$ cat src/rtl/alu_result_framer.sv
// alu_result_framer: buffers ALU result words in a small FIFO and
// serialises each word LSB-first onto the UART TX byte interface.
module alu_result_framer #(
  parameter int RES_WIDTH  = 16,
  parameter int BYTE_WIDTH = 8,
  parameter int FIFO_DEPTH = 4
) (
  input  logic                  CLK,
  input  logic                  RST,
  input  logic [RES_WIDTH-1:0]  RES_IN,
  input  logic                  RES_VALID,
  input  logic                  TX_BUSY,
  output logic [BYTE_WIDTH-1:0] TX_P_DATA,
  output logic                  TX_D_VLD,
  output logic                  FIFO_FULL,
  output logic                  DROP,
  output logic                  FRAMER_BUSY
);
  localparam int NB  = RES_WIDTH / BYTE_WIDTH;
  localparam int PW  = $clog2(FIFO_DEPTH);
  localparam int CW  = PW + 1;
  localparam int BCW = (NB > 1) ? $clog2(NB) : 1;
  localparam logic [CW-1:0]  DEPTH_C = CW'(FIFO_DEPTH);
  localparam logic [BCW-1:0] LAST_B  = BCW'(NB - 1);

  typedef enum logic [1:0] {
    IDLE, SEND, WAIT_HI, WAIT_LO
  } state_t;

  logic [RES_WIDTH-1:0]  mem_q [FIFO_DEPTH];
  logic [PW-1:0]         wr_ptr_q, wr_ptr_d;
  logic [PW-1:0]         rd_ptr_q, rd_ptr_d;
  logic [CW-1:0]         count_q, count_d;
  state_t                state_q;
  logic [RES_WIDTH-1:0]  shift_q;
  logic [BCW-1:0]        bcnt_q;
  logic [BYTE_WIDTH-1:0] tx_data_q;
  logic                  tx_vld_q;
  logic                  full_q;
  logic                  drop_q;
  logic                  full_c;
  logic                  push;
  logic                  pop;

  // Fullness uses the registered count, so a pop never frees a slot
  // for a push in the same cycle.
  always_comb begin
    full_c   = (count_q == DEPTH_C);
    push     = RES_VALID && !full_c;
    pop      = (state_q == IDLE) && (count_q != '0);
    wr_ptr_d = push ? wr_ptr_q + 1'b1 : wr_ptr_q;
    rd_ptr_d = pop ? rd_ptr_q + 1'b1 : rd_ptr_q;
    count_d  = count_q;
    case ({push, pop})
      2'b10:   count_d = count_q + 1'b1;
      2'b01:   count_d = count_q - 1'b1;
      default: count_d = count_q;
    endcase
  end

  always_ff @(posedge CLK) begin
    if (push) mem_q[wr_ptr_q] <= RES_IN;
  end

  always_ff @(posedge CLK or posedge RST) begin
    if (RST) begin
      wr_ptr_q <= '0;
      rd_ptr_q <= '0;
      count_q  <= '0;
      full_q   <= 1'b0;
      drop_q   <= 1'b0;
    end else begin
      wr_ptr_q <= wr_ptr_d;
      rd_ptr_q <= rd_ptr_d;
      count_q  <= count_d;
      full_q   <= (count_d == DEPTH_C);
      drop_q   <= RES_VALID && full_c;
    end
  end

  always_ff @(posedge CLK or posedge RST) begin
    if (RST) begin
      state_q   <= IDLE;
      shift_q   <= '0;
      bcnt_q    <= '0;
      tx_data_q <= '0;
      tx_vld_q  <= 1'b0;
    end else begin
      tx_vld_q <= 1'b0;
      case (state_q)
        IDLE: begin
          if (pop) begin
            shift_q <= mem_q[rd_ptr_q];
            bcnt_q  <= '0;
            state_q <= SEND;
          end
        end
        SEND: begin
          if (!TX_BUSY) begin
            tx_data_q <= shift_q[BYTE_WIDTH-1:0];
            tx_vld_q  <= 1'b1;
            state_q   <= WAIT_HI;
          end
        end
        WAIT_HI: begin
          if (TX_BUSY) state_q <= WAIT_LO;
        end
        WAIT_LO: begin
          if (!TX_BUSY) begin
            shift_q <= shift_q >> BYTE_WIDTH;
            bcnt_q  <= bcnt_q + 1'b1;
            state_q <= (bcnt_q == LAST_B) ? IDLE : SEND;
          end
        end
        default: state_q <= IDLE;
      endcase
    end
  end

  assign TX_P_DATA   = tx_data_q;
  assign TX_D_VLD    = tx_vld_q;
  assign FIFO_FULL   = full_q;
  assign DROP        = drop_q;
  assign FRAMER_BUSY = (count_q != '0) || (state_q != IDLE);

endmodule

$ cat config.mk
export PLATFORM = sky130hd
export DESIGN_NAME = alu_result_framer
export DESIGN_NICKNAME = d
export VERILOG_FILES = /design/src/rtl/alu_result_framer.sv
export SDC_FILE = /design/constraint.sdc
export NUM_CORES = 1
export LEC_CHECK = 0
export BUFFER_PORTS_ARGS = -buffer_cell sky130_fd_sc_hd__buf_2
export CORE_AREA = 2 2 120 122
export CTS_CLUSTER_SIZE = 8
export DETAILED_ROUTE_END_ITERATION = 10
export DIE_AREA = 0 0 122 124
export GPL_TIMING_DRIVEN = 0
export PLACE_DENSITY = 0.47
export SETUP_SLACK_MARGIN = 0.4
export SYNTH_ARGS = -nofsm -noshare
export SYNTH_HDL_FRONTEND = slang
export SYNTH_SLANG_ARGS = --single-unit
export TNS_END_PERCENT = 50
$ cat constraint.sdc
create_clock -name CLK -period 6.15 [get_ports CLK]
set_clock_uncertainty 0.15 [all_clocks]
set_input_delay 0.3075 -clock CLK [delete_from_list [all_inputs] [get_ports CLK]]
set_output_delay 0.3075 -clock CLK [all_outputs]
set_load 0.02 [all_outputs]
==> results_dict.tcl <==
set metrics [dict create \
    synth.avg_cell_area_sq_um 16.83 \
    post-route-period-util 0.4272 \
    irDropWorstVdd_mv 0.1625 \
    synth-seq-area-share 0.6935 \
    grt_pass1_vias 2333 \
    dpl.hpwl_microns 5163 \
    ys_top_cells_by_count "edfxtp_1, dfrtp_1, mux2i_1, a31oi_1" \
    synth_ff_type "edfxtp_1" \
    drtPass1Iterations 4 \
    die_w_microns 122 \
    slew_viol_final 0 \
    htreeDepth 3 \
    drive_gt1_frac 0.2577 \
    outcome "finished with violations" \
    synth.most_common_cell "edfxtp_1" \
    maxCapViolations 0 \
    path_buf_inv 2 \
    critPathTopFamily "adder cells" \
    vias 2139 \
    finalSetupViolCount 0 \
    crit_fanout 5 \
    rsz0062_at_grt "no" \
    cpMaxStageDelayCell "dfrtp_1" \
    cts_setup_buffers 0 \
    cts_buffers 9 \
    port_buffers 31 \
    cp.required_ns 6.24 \
    area_growth_syn_to_layout_pct 16.18 \
    post_cts_resized 0 \
    hold_violations 37 \
    cp.arrival_ns 2.72 \
    fp.dieH_microns 124 \
    leakage_uw 0.001848 \
    clockBufferDepth 2 \
    rows 43 \
    hold_ws_ns -0.03630 \
    end_kind "register" \
    syn_area_sq_um 4106 \
    clkTransAtPathRegs_ns 0.07 \
    initial_core_util 0.2993 \
    grt_max_degree 38 \
    yosysWarnings 0 \
    hold_buffers 0 \
    slew_headroom 0.3914 \
    worst_pin_slew_ns 0.9129 \
    grt_pass1_wl_microns 12190 \
    core_sq_um 13720 \
    path_cells "inv_1, ha_1, o31a_1, ha_1, inv_1, fa_1, xor2_1, or3_1, a211oi_1" \
    ys_types 38 \
    synth_top_area_frac 0.4680 \
    viasPerCell 4.541 \
    boundaryPins 32 \
    worst_setup_path_start_kind "register" \
    power_density_nw_per_um2 516.9 \
    drc 0 \
    post-route-min-period_ns 2.627 \
    ys_ff_latch 101 \
    wire_per_inst_microns 16.30 \
    ant_nets 0 \
    grt_usage 0.1108 \
    finalSetupTns_ns 0 \
    tritoncts "built" \
    synthTopCellsByArea "edfxtp_1, dfrtp_1, mux2i_1" \
    max_clock_freq_mhz 380.6 \
    critPathMaxStageDelay_ns 0.41 \
    cts.sinks 101 \
    fp.dieArea_sq_um 15130 \
    final_nets 317 \
    antenna_found_initial 0 \
    diodes 0 \
    synth_top_area_cell "edfxtp_1" \
    grt_overflow 0 \
    async_flop_share 0.3663 \
    syn_nets 275 \
    synth_cells 244 \
    min_path_type "primary input to async pin" \
    wl_microns 7676 \
    first_iter_violations 91 \
    cts_root_buf "clkbuf_16" \
    clk_latency_ns 0.34 \
    crit_type "register to register" \
    place.gp.congestion 0.7249 \
    synth_edf_count 64 \
    failed_checks "negative hold slack" \
]
[report_power, final]
part	switching (uW)	internal, uW	leakage (uW)	total, uW
Combinational	487	403	0.000687	890
Clock	257	280	0.000133	537
Sequential	94.3	945	0.00103	1040
[path summary, 6_finish.rpt]
check / slack (ns) / cells past startpoint / to / start
max in group asynchronous: 5.35 / 2 / count_q[1] / RST
worst max register to register: 3.52 / 9 / FIFO_FULL / state_q[0]
worst min-delay path: -0.04 / 2 / TX_D_VLD / RST
worst min register to register: 0.35 / 1 / TX_P_DATA[0] / TX_P_DATA[0]
min in group CLK: 0.03 / 1 / mem_q[3][9] / RES_IN[9]
worst max-delay path: 3.52 / 9 / FIFO_FULL / state_q[0]
[state kept, by name, summed over array words and instances (netlist names)]
signal,cells
DROP,1
state_q,2
rd_ptr_q,2
count_q,3
shift_q,16
bcnt_q,1
wr_ptr_q,2
FIFO_FULL,1
TX_D_VLD,1
TX_P_DATA,8
mem_q,64
[metal layers]
layer	up-vias	track usage	routed length, microns
met2	38	0.1906	3763
met1	1064	0.1328	3499
li1	1027	-	-
met4	0	0.06250	149
met3	10	0.01740	263
met5	-	0	0
[final cells by class]
class | count | area, sq um
fillers | 1351 | 8949
flip-flops and latches | 101 | 2848
multi-input cells | 119 | 1139
clock buffers | 9 | 225.2
well taps | 180 | 225.2
repair buffers | 31 | 155.1
plain buffers | 14 | 82.58
clock inverters | 7 | 58.81
inverters | 10 | 37.54
[metrics by stage]
step	instances	setup slack (ns)	utilization	area [sq um]	total power (uW)
floorplan	244	3.777	-	4106	1712
global placement	455	3.535	0.3270	4487	1942
detailed placement	455	3.516	0.3270	4487	1967
CTS	471	3.496	0.3477	4771	2511
global route	471	3.342	0.3477	4771	2630
finish	471	3.523	0.3477	4771	2466
[layout by cell type, fill, tap and decap left out, types with 2 or more instances in the layout]
cell | synthesis | final
a22o_1 | 8 | 8
a2bb2oi_1 | 8 | 8
a31oi_1 | 16 | 16
and2_1 | 4 | 4
and3_1 | 3 | 3
buf_1 | 2 | 2
buf_2 | 3 | 34
buf_6 | 3 | 3
clkbuf_1 | 5 | 5
clkbuf_16 | 0 | 9
clkinv_4 | 0 | 2
clkinvlp_4 | 0 | 2
dfrtp_1 | 37 | 37
edfxtp_1 | 64 | 64
ha_1 | 10 | 10
inv_1 | 10 | 9
inv_8 | 0 | 2
mux2_2 | 9 | 9
mux2i_1 | 18 | 18
mux4_2 | 8 | 8
nand2_1 | 3 | 3
nand2b_1 | 2 | 2
or3_1 | 9 | 9
xnor2_1 | 3 | 3
xor2_1 | 2 | 2
[cells by family after synthesis]
group                      after synthesis  synth area share
AOI/OAI and AO/OA                       39           0.07191
muxes                                   36            0.1161
DFF                                    101            0.6935
and+or+nand+nor                         28           0.04326
buffers and inverters                   24           0.02925
adders and majority gates               11           0.03534
xor gates and xnor gates                 5           0.01067
[worst reg2reg max path: cells and delay by family (launching register included)]
kind	cells	cell delay (ns)
and+or+nand+nor	1	0.32
DFF	1	0.41
xor gates and xnor gates	1	0.16
buffers and inverters	2	0.21
adders and majority gates	3	0.79
AOI/OAI and AO/OA	2	0.50
No activity file was read; power rests on OpenSTA's default activity.
